--- config.mk ---
export PLATFORM = sky130hd
export DESIGN_NAME = alu_issue_stage_flat
export DESIGN_NICKNAME = d
export VERILOG_FILES = /design/src/rtl/alu_pkg.sv /design/src/rtl/alu_issue_stage_if.sv /design/src/rtl/regfile_16xn.sv /design/src/rtl/alu_issue_stage.sv /design/src/flat_wrapper.sv
export SDC_FILE = /design/constraint.sdc
export NUM_CORES = 1
export LEC_CHECK = 0
export CAP_MARGIN = 20
export CORE_MARGIN = 5
export CORE_UTILIZATION = 54
export CTS_CLUSTER_DIAMETER = 80
export DETAILED_ROUTE_END_ITERATION = 16
export MAX_ROUTING_LAYER = met4
export PLACE_DENSITY = 0.76
export REMOVE_ABC_BUFFERS = 1
export SLEW_MARGIN = 10
export SYNTH_ARGS = -nofsm -noshare
export SYNTH_HDL_FRONTEND = slang
export SYNTH_SLANG_ARGS = --single-unit
export TNS_END_PERCENT = 30
--- constraint.sdc ---
create_clock -name clk -period 2.2 [get_ports clk]
set_input_delay 0.66 -clock clk [delete_from_list [all_inputs] [get_ports clk]]
set_output_delay 0.66 -clock clk [all_outputs]
set_load 0.01 [all_outputs]
--- src/rtl/alu_pkg.sv ---
// -----------------------------------------------------------------------------
// alu_pkg
// Definitions shared by the ALU issue stage and the ALU it feeds: the 4-bit
// opcode constants, the bit positions of the instruction fields, the
// in-flight slot record and the opcode legality check.
// No ports (package).
// -----------------------------------------------------------------------------
package alu_pkg;

   localparam logic [3:0] OP_ADD = 4'd0;
   localparam logic [3:0] OP_XOR = 4'd1;
   localparam logic [3:0] OP_OR  = 4'd2;
   localparam logic [3:0] OP_AND = 4'd3;
   localparam logic [3:0] OP_SEQ = 4'd4;
   localparam logic [3:0] OP_SLT = 4'd5;
   localparam logic [3:0] OP_SL  = 4'd6;
   localparam logic [3:0] OP_SR  = 4'd7;

   // Instruction layout: op | rd | rs1 | rs2
   localparam int OP_MSB  = 15;
   localparam int OP_LSB  = 12;
   localparam int RD_MSB  = 11;
   localparam int RD_LSB  = 8;
   localparam int RS1_MSB = 7;
   localparam int RS1_LSB = 4;
   localparam int RS2_MSB = 3;
   localparam int RS2_LSB = 0;

   // One in-flight instruction as seen by the hazard/write-back logic
   typedef struct packed {
      logic       valid;
      logic [3:0] rd;
      logic       wr_en;
   } slot_t;

   // Opcodes 0..7 are defined; 8..15 are illegal
   function automatic logic is_legal(input logic [3:0] op);
      return (op <= OP_SR);
   endfunction

endpackage

--- src/rtl/alu_issue_stage_if.sv ---
// -----------------------------------------------------------------------------
// alu_issue_stage_if
// Bundles the instruction handshake, the ALU operand/result bus and the
// write-back/status outputs of alu_issue_stage.
//   slave  : the issue stage (takes instructions and alu_out, drives the rest)
//   master : the environment (upstream instruction source plus the ALU)
// -----------------------------------------------------------------------------
interface alu_issue_stage_if #(
   parameter int N = 16
);
   logic         in_valid;
   logic [15:0]  in_instr;
   logic         in_ready;
   logic [N-1:0] alu_a;
   logic [N-1:0] alu_b;
   logic [3:0]   alu_op;
   logic [N-1:0] alu_out;
   logic         wb_valid;
   logic [3:0]   wb_rd;
   logic [N-1:0] wb_data;
   logic         illegal;
   logic         busy;

   modport master (
      output in_valid, in_instr, alu_out,
      input  in_ready, alu_a, alu_b, alu_op, wb_valid, wb_rd, wb_data, illegal, busy
   );

   modport slave (
      input  in_valid, in_instr, alu_out,
      output in_ready, alu_a, alu_b, alu_op, wb_valid, wb_rd, wb_data, illegal, busy
   );
endinterface

--- src/rtl/regfile_16xn.sv ---
// -----------------------------------------------------------------------------
// regfile_16xn
// 16 x N register file: two combinational read ports, one synchronous write
// port. Entry 0 is hard-wired to zero (writes to it are dropped).
//   clk, rst_n            : clock, asynchronous active-low clear of all entries
//   rd_addr_a/rd_data_a   : read port A
//   rd_addr_b/rd_data_b   : read port B
//   wr_en/wr_addr/wr_data : write port, committed on the rising edge
// -----------------------------------------------------------------------------
module regfile_16xn #(
   parameter int N = 16
) (
   input  logic         clk,
   input  logic         rst_n,
   input  logic [3:0]   rd_addr_a,
   output logic [N-1:0] rd_data_a,
   input  logic [3:0]   rd_addr_b,
   output logic [N-1:0] rd_data_b,
   input  logic         wr_en,
   input  logic [3:0]   wr_addr,
   input  logic [N-1:0] wr_data
);

   logic [15:0][N-1:0] entries;

   genvar gi;
   generate
      for (gi = 0; gi < 16; gi++) begin : g_entry
         if (gi == 0) begin : g_zero
            assign entries[gi] = '0;
         end else begin : g_reg
            logic [N-1:0] value_reg;
            always_ff @(posedge clk or negedge rst_n) begin
               if (!rst_n) begin
                  value_reg <= '0;
               end else if (wr_en && (wr_addr == 4'(gi))) begin
                  value_reg <= wr_data;
               end
            end
            assign entries[gi] = value_reg;
         end
      end
   endgenerate

   assign rd_data_a = entries[rd_addr_a];
   assign rd_data_b = entries[rd_addr_b];

endmodule

--- src/rtl/alu_issue_stage.sv ---
// -----------------------------------------------------------------------------
// alu_issue_stage
// Operand fetch, issue and write-back for a one-cycle-latency ALU.
// Reads rs1/rs2 from a 16-entry register file, registers A/B/opcode into the
// ALU, and writes the ALU's registered result back two edges after issue.
//   clk   : clock shared with the ALU
//   rst_n : asynchronous active-low reset
//   bus   : alu_issue_stage_if.slave (handshake, ALU bus, write-back, status)
// Slot s1 = instruction the ALU is computing, s2 = instruction whose result is
// on alu_out. A read of s1.rd stalls; a read of s2.rd is forwarded.
// -----------------------------------------------------------------------------
module alu_issue_stage
   import alu_pkg::*;
#(
   parameter int N = 16
) (
   input  logic              clk,
   input  logic              rst_n,
   alu_issue_stage_if.slave  bus
);

   logic [3:0]   instr_op;
   logic [3:0]   instr_rd;
   logic [3:0]   instr_rs1;
   logic [3:0]   instr_rs2;
   logic [N-1:0] rf_data_a;
   logic [N-1:0] rf_data_b;
   logic [N-1:0] opnd_a;
   logic [N-1:0] opnd_b;
   logic         hazard;
   logic         accept;
   logic         wb_en;

   slot_t        s1_reg;
   slot_t        s2_reg;
   logic [N-1:0] alu_a_reg;
   logic [N-1:0] alu_b_reg;
   logic [3:0]   alu_op_reg;
   logic         illegal_reg;

   assign instr_op  = bus.in_instr[OP_MSB:OP_LSB];
   assign instr_rd  = bus.in_instr[RD_MSB:RD_LSB];
   assign instr_rs1 = bus.in_instr[RS1_MSB:RS1_LSB];
   assign instr_rs2 = bus.in_instr[RS2_MSB:RS2_LSB];

   // s2's result commits at the next edge; this is also the forwarding source
   assign wb_en = s2_reg.valid && s2_reg.wr_en;

   regfile_16xn #(.N(N)) u_regfile (
      .clk       (clk),
      .rst_n     (rst_n),
      .rd_addr_a (instr_rs1),
      .rd_data_a (rf_data_a),
      .rd_addr_b (instr_rs2),
      .rd_data_b (rf_data_b),
      .wr_en     (wb_en),
      .wr_addr   (s2_reg.rd),
      .wr_data   (bus.alu_out)
   );

   always_comb begin
      // s1's result does not exist yet anywhere we can reach, so wait a cycle
      hazard = s1_reg.valid && s1_reg.wr_en &&
               ((instr_rs1 == s1_reg.rd) || (instr_rs2 == s1_reg.rd));
      accept = bus.in_valid && !hazard;
      // wr_en already excludes r0, so a zero source never forwards
      opnd_a = (wb_en && (instr_rs1 == s2_reg.rd)) ? bus.alu_out : rf_data_a;
      opnd_b = (wb_en && (instr_rs2 == s2_reg.rd)) ? bus.alu_out : rf_data_b;
   end

   always_ff @(posedge clk or negedge rst_n) begin
      if (!rst_n) begin
         s1_reg      <= '0;
         s2_reg      <= '0;
         alu_a_reg   <= '0;
         alu_b_reg   <= '0;
         alu_op_reg  <= OP_ADD;
         illegal_reg <= 1'b0;
      end else begin
         s2_reg      <= s1_reg;
         illegal_reg <= accept && !is_legal(instr_op);
         if (accept) begin
            alu_a_reg  <= opnd_a;
            alu_b_reg  <= opnd_b;
            // Illegal ops still go to the ALU (which then holds its output)
            alu_op_reg <= instr_op;
            s1_reg     <= '{valid: 1'b1,
                            rd:    instr_rd,
                            wr_en: is_legal(instr_op) && (instr_rd != 4'd0)};
         end else begin
            s1_reg <= '0;
         end
      end
   end

   assign bus.in_ready = !hazard;
   assign bus.alu_a    = alu_a_reg;
   assign bus.alu_b    = alu_b_reg;
   assign bus.alu_op   = alu_op_reg;
   assign bus.wb_valid = wb_en;
   assign bus.wb_rd    = s2_reg.rd;
   assign bus.wb_data  = bus.alu_out;
   assign bus.illegal  = illegal_reg;
   assign bus.busy     = s1_reg.valid | s2_reg.valid;

endmodule

--- src/flat_wrapper.sv ---
// flat-port wrapper written by rule: the top's interface ports become plain ports
module alu_issue_stage_flat import alu_pkg::*;
#(
   parameter int N = 16
)
  (clk, rst_n, bus_in_valid, bus_in_instr, bus_alu_out, bus_in_ready, bus_alu_a, bus_alu_b, bus_alu_op, bus_wb_valid, bus_wb_rd, bus_wb_data, bus_illegal, bus_busy);
  alu_issue_stage_if #(.N(N)) bus_i ();
  input  logic clk;
  input  logic rst_n;
  input wire logic [$bits(bus_i.in_valid)-1:0] bus_in_valid;
  input wire logic [$bits(bus_i.in_instr)-1:0] bus_in_instr;
  input wire logic [$bits(bus_i.alu_out)-1:0] bus_alu_out;
  output wire logic [$bits(bus_i.in_ready)-1:0] bus_in_ready;
  output wire logic [$bits(bus_i.alu_a)-1:0] bus_alu_a;
  output wire logic [$bits(bus_i.alu_b)-1:0] bus_alu_b;
  output wire logic [$bits(bus_i.alu_op)-1:0] bus_alu_op;
  output wire logic [$bits(bus_i.wb_valid)-1:0] bus_wb_valid;
  output wire logic [$bits(bus_i.wb_rd)-1:0] bus_wb_rd;
  output wire logic [$bits(bus_i.wb_data)-1:0] bus_wb_data;
  output wire logic [$bits(bus_i.illegal)-1:0] bus_illegal;
  output wire logic [$bits(bus_i.busy)-1:0] bus_busy;
  assign bus_i.in_valid = bus_in_valid;
  assign bus_i.in_instr = bus_in_instr;
  assign bus_i.alu_out = bus_alu_out;
  assign bus_in_ready = bus_i.in_ready;
  assign bus_alu_a = bus_i.alu_a;
  assign bus_alu_b = bus_i.alu_b;
  assign bus_alu_op = bus_i.alu_op;
  assign bus_wb_valid = bus_i.wb_valid;
  assign bus_wb_rd = bus_i.wb_rd;
  assign bus_wb_data = bus_i.wb_data;
  assign bus_illegal = bus_i.illegal;
  assign bus_busy = bus_i.busy;
  alu_issue_stage #(.N(N)) u_core (.clk(clk), .rst_n(rst_n), .bus(bus_i));
endmodule
# ---- After elaboration in Yosys (flattened, before gate mapping)
# Index checks and enable logic that the tools add are counted.
dict set report totals {
  register_bits 289
  inputBits 35
  output_inout_bits 60
  elab_cells 82
}
dict set report op_classes {
  magnitude_cmp 3
  eq_ne 19
  muxes 7
  bitwise 1
  n_reduce_logical 27
}
# cell count
set op_table {}
lappend op_table {{binary-select mux 16 bit (select 4 bit)} 2}
lappend op_table {{2-to-1 mux 16 bit} 4}
lappend op_table {{equality test 4 bit (second input constant)} 8}
lappend op_table {{logical AND 1 bit} 23}
lappend op_table {{equality test 4 x 3 -> 1 bit (second input constant)} 4}
lappend op_table {{equality test 4 bit} 4}
lappend op_table {{< comparator 4 x 5 -> 1 bit (second input constant)} 2}
lappend op_table {{equality test 4 x 2 -> 1 bit (second input constant)} 2}
lappend op_table {{2-to-1 mux 6 bit} 1}
lappend op_table {{equality test 4 x 1 -> 1 bit (second input constant)} 1}
lappend op_table {{<= comparator 4 x 3 -> 1 bit (second input constant)} 1}
lappend op_table {{nonzero test 4 bit} 1}
lappend op_table {{zero test 1 bit} 2}
lappend op_table {{logical OR 1 bit} 1}
lappend op_table {{bitwise OR 1 bit} 1}

# ---- Longest topological paths before layout
dict set report depth {
  depth_word 6
  ltp_mapped 8
}

# ---- By module
# Synthesis repeated with hierarchy kept, for this count alone.
dict set report unflattened {
  hier_cells 1067
  hier_area_um2 15396.0
}
# mod n_inst cells_per_inst area_per_inst_um2 seq_area_each_um2
set modules_own_cells {}
lappend modules_own_cells {regfile_16xn 1 848 12934.9 6005.8}
lappend modules_own_cells {alu_issue_stage 1 219 2461.1 1226.2}

# ---- Least setup slack after synthesis
# OpenSTA, ideal clock, no wires.
dict set report synth_timing {
  path_kind {input-to-reg}
  start {input bus_in_instr[4]}
  end {register u_core.alu_a_reg[0] (netlist: u_core.bus.alu_a[0])}
  arrival_ns 2.210
  t_required_ns 2.075
  slack_ns -0.135
  path_stages 7
  path_buffers 2
  path_cell_list {buf_4 buf_4 mux4_2 mux2_2 nand2_1 a31oi_1 mux2_2}
}
dict set report synth_via {
  elab_chain_cells 5
  word_cells_on_any_way 10
  classes_between {2 x eq/ne; 3 x mux; 5 x reduce/logical}
}
# element line
set synth_lines {}
lappend synth_lines {{from (decl)} flat_wrapper.sv:11} ;# input wire logic [$bits(bus_i.in_instr)-1:0] bus_in_instr;
lappend synth_lines {{branches (longest 5 deep; another with binary-select mux 16 bit (select 4 bit))} --}
lappend synth_lines {{to (signal assigned)} alu_issue_stage.sv:83} ;# alu_a_reg <= opnd_a;
lappend synth_lines {{to (decl)} alu_issue_stage.sv:36} ;# logic [N-1:0] alu_a_reg;
# Parallel ways; which one is timed is not known. The select of a mux whose other input is x is not followed.
# A chain may end at the register's enable or synchronous reset.

# ---- Worst setup path in the final report
dict set report layout_timing {
  start {register u_core.s1_reg[2] (netlist bit)}
  end {output bus_in_ready}
}
dict set report layout_via {
  elab_chain_cells 4
  word_cells_on_any_way 5
  classes_between {2 x eq/ne; 3 x reduce/logical}
}
# element line
set layout_lines {}
lappend layout_lines {{from (decl)} alu_issue_stage.sv:34} ;# slot_t s1_reg;
lappend layout_lines {{from (signal assigned)} alu_issue_stage.sv:87} ;# s1_reg <= '{valid: 1'b1,
lappend layout_lines {{equality test 4 bit} alu_issue_stage.sv:64} ;# ((instr_rs1 == s1_reg.rd) || (instr_rs2 == s1_reg.rd));
lappend layout_lines {{logical OR 1 bit (*)} alu_issue_stage.sv:64}
lappend layout_lines {{logical AND 1 bit (*)} alu_issue_stage.sv:63} ;# hazard = s1_reg.valid && s1_reg.wr_en &&
lappend layout_lines {{zero test 1 bit (*)} alu_issue_stage.sv:96} ;# assign bus.in_ready = !hazard;
lappend layout_lines {{to (decl)} flat_wrapper.sv:13} ;# output wire logic [$bits(bus_i.in_ready)-1:0] bus_in_ready;
# Every way passes the cells marked *; elsewhere a longest branch is shown, timed or not.

==> results.py <==
metrics = {
    "setup_path": {
        "r2r_setup_slack_ps": -70,
        "cp.required_ps": 1540,
        "setup.worst_path.start": "u_core.s1_reg[2]$_DFF_PN0_",
        "max_stage_delay_ps": 420,
        "reg2reg_depth": 11,
        "cp-start-kind": "register",
        "worst_path_max_delay_cell": "dfrtp_1",
        "crit_top_cell": "buf_6",
        "r2r-end": "u_core.bus.alu_a[7]$_DFFE_PN0P_",
        "crit_family": "flip-flops",
        "critPathArrivalTime_ps": 1830,
        "worstReg2RegStart": "u_core.s1_reg[2]$_DFF_PN0_",
        "critPathCaptureType": "output pin",
        "critPathMaxFanout": 3,
        "path_cells": "xor2_1 > nor4_2 > o211ai_2 > buf_6 > buf_6",
        "worst-setup-path-type": "register to output pin",
        "crit_buf_inv": 2,
    },
    "yosys": {
        "synth.avg_cell_area_um2": 14.0,
        "yosys_warnings": 0,
        "synth_edf_count": 0,
        "yosys.area.top_type_share": 0.469,
        "synth-seq-cells": 289,
        "netlist_area_mm2": 0.0154,
        "ys_top_cells_by_count": "mux2_2 (308), dfrtp_1 (289), mux4_2 (76), clkbuf_1 (51), buf_2 (39)",
        "dominantRegCellSynth": "dfrtp_1",
        "synth_area_leader_cell": "dfrtp_1",
        "syn_inst": 1099,
        "ys_top_cells_by_area": "dfrtp_1 (47%), mux2_2 (23%), mux4_2 (11%)",
        "synth.distinct_cells": 48,
        "ys_async_sr_fraction": 1.00,
        "yosysSeqAreaShare": 0.469,
        "synth.most_common_cell": "mux2_2",
    },
    "power": {
        "ir_worst_vdd_v": 0.000665,
        "power_leakage_nw": 8.26,
        "powerDensity_mw_per_mm2": 756,
        "p_total_mw": 13.9,
    },
    "sta": {
        "skew_ps": 8.10,
        "min_period_over_period": 1.13,
        "hold_viol_final": 0,
        "tightest_slew_ps": 681,
        "fmax_mhz": 402,
        "final.setup.worst_slack_ps": -287,
        "finalSetupViolCount": 20,
        "rsz0062_at_grt": "yes",
        "fin_crit_ps": 2490,
        "slew_headroom": 0.546,
        "slew_viol_final": 0,
    },
    "drt": {
        "dr_wl_met3_mm": 3.39,
        "m1WireLength_mm": 17.9,
        "first_pass_iters": 5,
        "drc": 0,
        "wire_per_inst_um": 26.8,
        "vias": 10500,
        "routed_wl_mm": 43.0,
        "routed_via_density": 6.55,
        "met2_length_mm": 20.5,
        "top_layer": "met4",
        "drtAntennaViolNets": 0,
        "drtIter0Drc": 1076,
    },
    "layout": {
        "fillers": 2042,
        "insertedDiodeCount": 0,
        "drive_above_1_share": 0.467,
        "nNetsFinal": 1242,
        "largest_reg_flops": 240,
        "area_growth_pct": 18.9,
        "final_area_mm2": 0.0183,
    },
    "placement": {
        "pre_cts_slack_ps": -862,
        "port_buffers": 94,
        "place.gp.congestion": 0.856,
        "post_dp_cell_area_mm2": 0.0171,
        "dp_hpwl_mm": 26.3,
    },
    "global_route": {
        "grt_pass1_vias": 10900,
        "grt_use_total": 0.276,
        "grt_pass1_wl_mm": 65.3,
        "grt_overflow": 0,
        "antenna_found_initial": 1,
        "grt_max_degree": 68,
    },
    "cts": {
        "numCtsBuffers": 30,
        "cts_hold_buf": 0,
        "cts.sinks": 289,
        "worstSkewPairLatency_ps": 550,
        "clockBufferDepth": 3,
        "clkTransAtPathRegs_ps": 60,
        "cts_tree": "yes",
        "ctsRootBufferMaster": "clkbuf_16",
        "h-tree-depth": 1,
    },
    "floorplanning": {
        "fp.dieH_um": 179,
        "io-pin-count": 95,
        "start_util": 0.550,
        "die_w_um": 179,
        "row_count": 61,
        "core_area_mm2": 0.0280,
        "die-area_mm2": 0.0320,
    },
    "run_status": {
        "violations": "negative setup slack",
        "status": "finished, violations left",
    },
    "worst_hold_path": {
        "hold_class": "primary input to asynchronous set/reset pin",
    },
    "job": {
        "drv_cap": 0,
    },
}
cells in the final DEF, fill, tap and decap left out, types with 19 or more instances in the layout:
master and count:
dlygate4sd2_1 30, mux2_2 305, or3_1 19, dfrtp_1 285, clkbuf_16 33, buf_12 21
nor2b_1 21, clkdlybuf4s50_1 50, mux4_2 76, buf_4 81, o21ai_0 19, nand2_1 22
cell type report:
class	count	area [µm²]	share of cell area
flip-flops and latches	289	7240	0.395
clock inverters	2	60.1	0.00328
repair buffers	199	2000	0.109
multi-input cells	685	7620	0.416
well taps	378	473	0.0258
clock buffers	52	925	0.0504
inverters	2	15.0	0.000819
cells by family after synthesis:
logic type             share of synthesized area
AO/OA/AOI/OAI                             0.0576
AND/OR/NAND/NOR                           0.0440
buffers and inverters                     0.0424
XOR/XNOR                                 0.00909
flip-flops                                 0.469
multiplexers                               0.378
power by group:
group / internal [mW] / switching, mW / total (mW)
Sequential: 5.91 / 0.460 / 6.37
Clock: 3.05 / 2.05 / 5.10
Combinational: 1.39 / 0.996 / 2.39
what timing repair did:
item                       CTS  global route
gates resized for setup     45            27
gates cloned                 0             2
setup buffers                4             7
pin swaps                    3             1
setup endpoints to repair   67            33
per-layer routing:
layer | up-vias | GRT usage
li1 | 4400 | -
met1 | 5555 | 0.390
met2 | 487 | 0.425
met3 | 85 | 0.0356
met4 | 0 | 0.0796
met5 | - | -
worst max-delay path by stage:
stage,slack [ps],to,cells after the start
floorplan,-440,u_core.bus.alu_a[0]$_DFFE_PN0P_,6
global placement,-850,bus_in_ready,5
detailed placement,-860,bus_in_ready,5
CTS,-340,bus_in_ready,5
global route,-340,bus_in_ready,5
finish,-290,bus_in_ready,5
per-stage QoR:
| stage | instances | utilization | setup TNS, ps | hold WS, ps |
|---|---|---|---|---|
| 2_1_floorplan | 976 | - | -8230 | 364 |
| 3_3_place_gp | 1540 | 0.612 | -30460 | 434 |
| 3_5_place_dp | 1540 | 0.612 | -31850 | 432 |
| 4_1_cts | 1598 | 0.648 | -2120 | 1.97 |
| 5_1_grt | 1607 | 0.654 | -2120 | 17.7 |
| 6_report | 1607 | 0.654 | -1030 | 5.80 |
worst reg2reg max path: stages, from the launching register on:
cell       delay, ps
dfrtp_1          420
xor2_1           160
nor4_2           310
o211ai_2         120
buf_6            150
buf_4            130
buf_6            130
buf_12           140
nand2_8           90
inv_8             60
clkbuf_16        160
mux2_4           290
No activity file was read; power rests on OpenSTA's default activity.
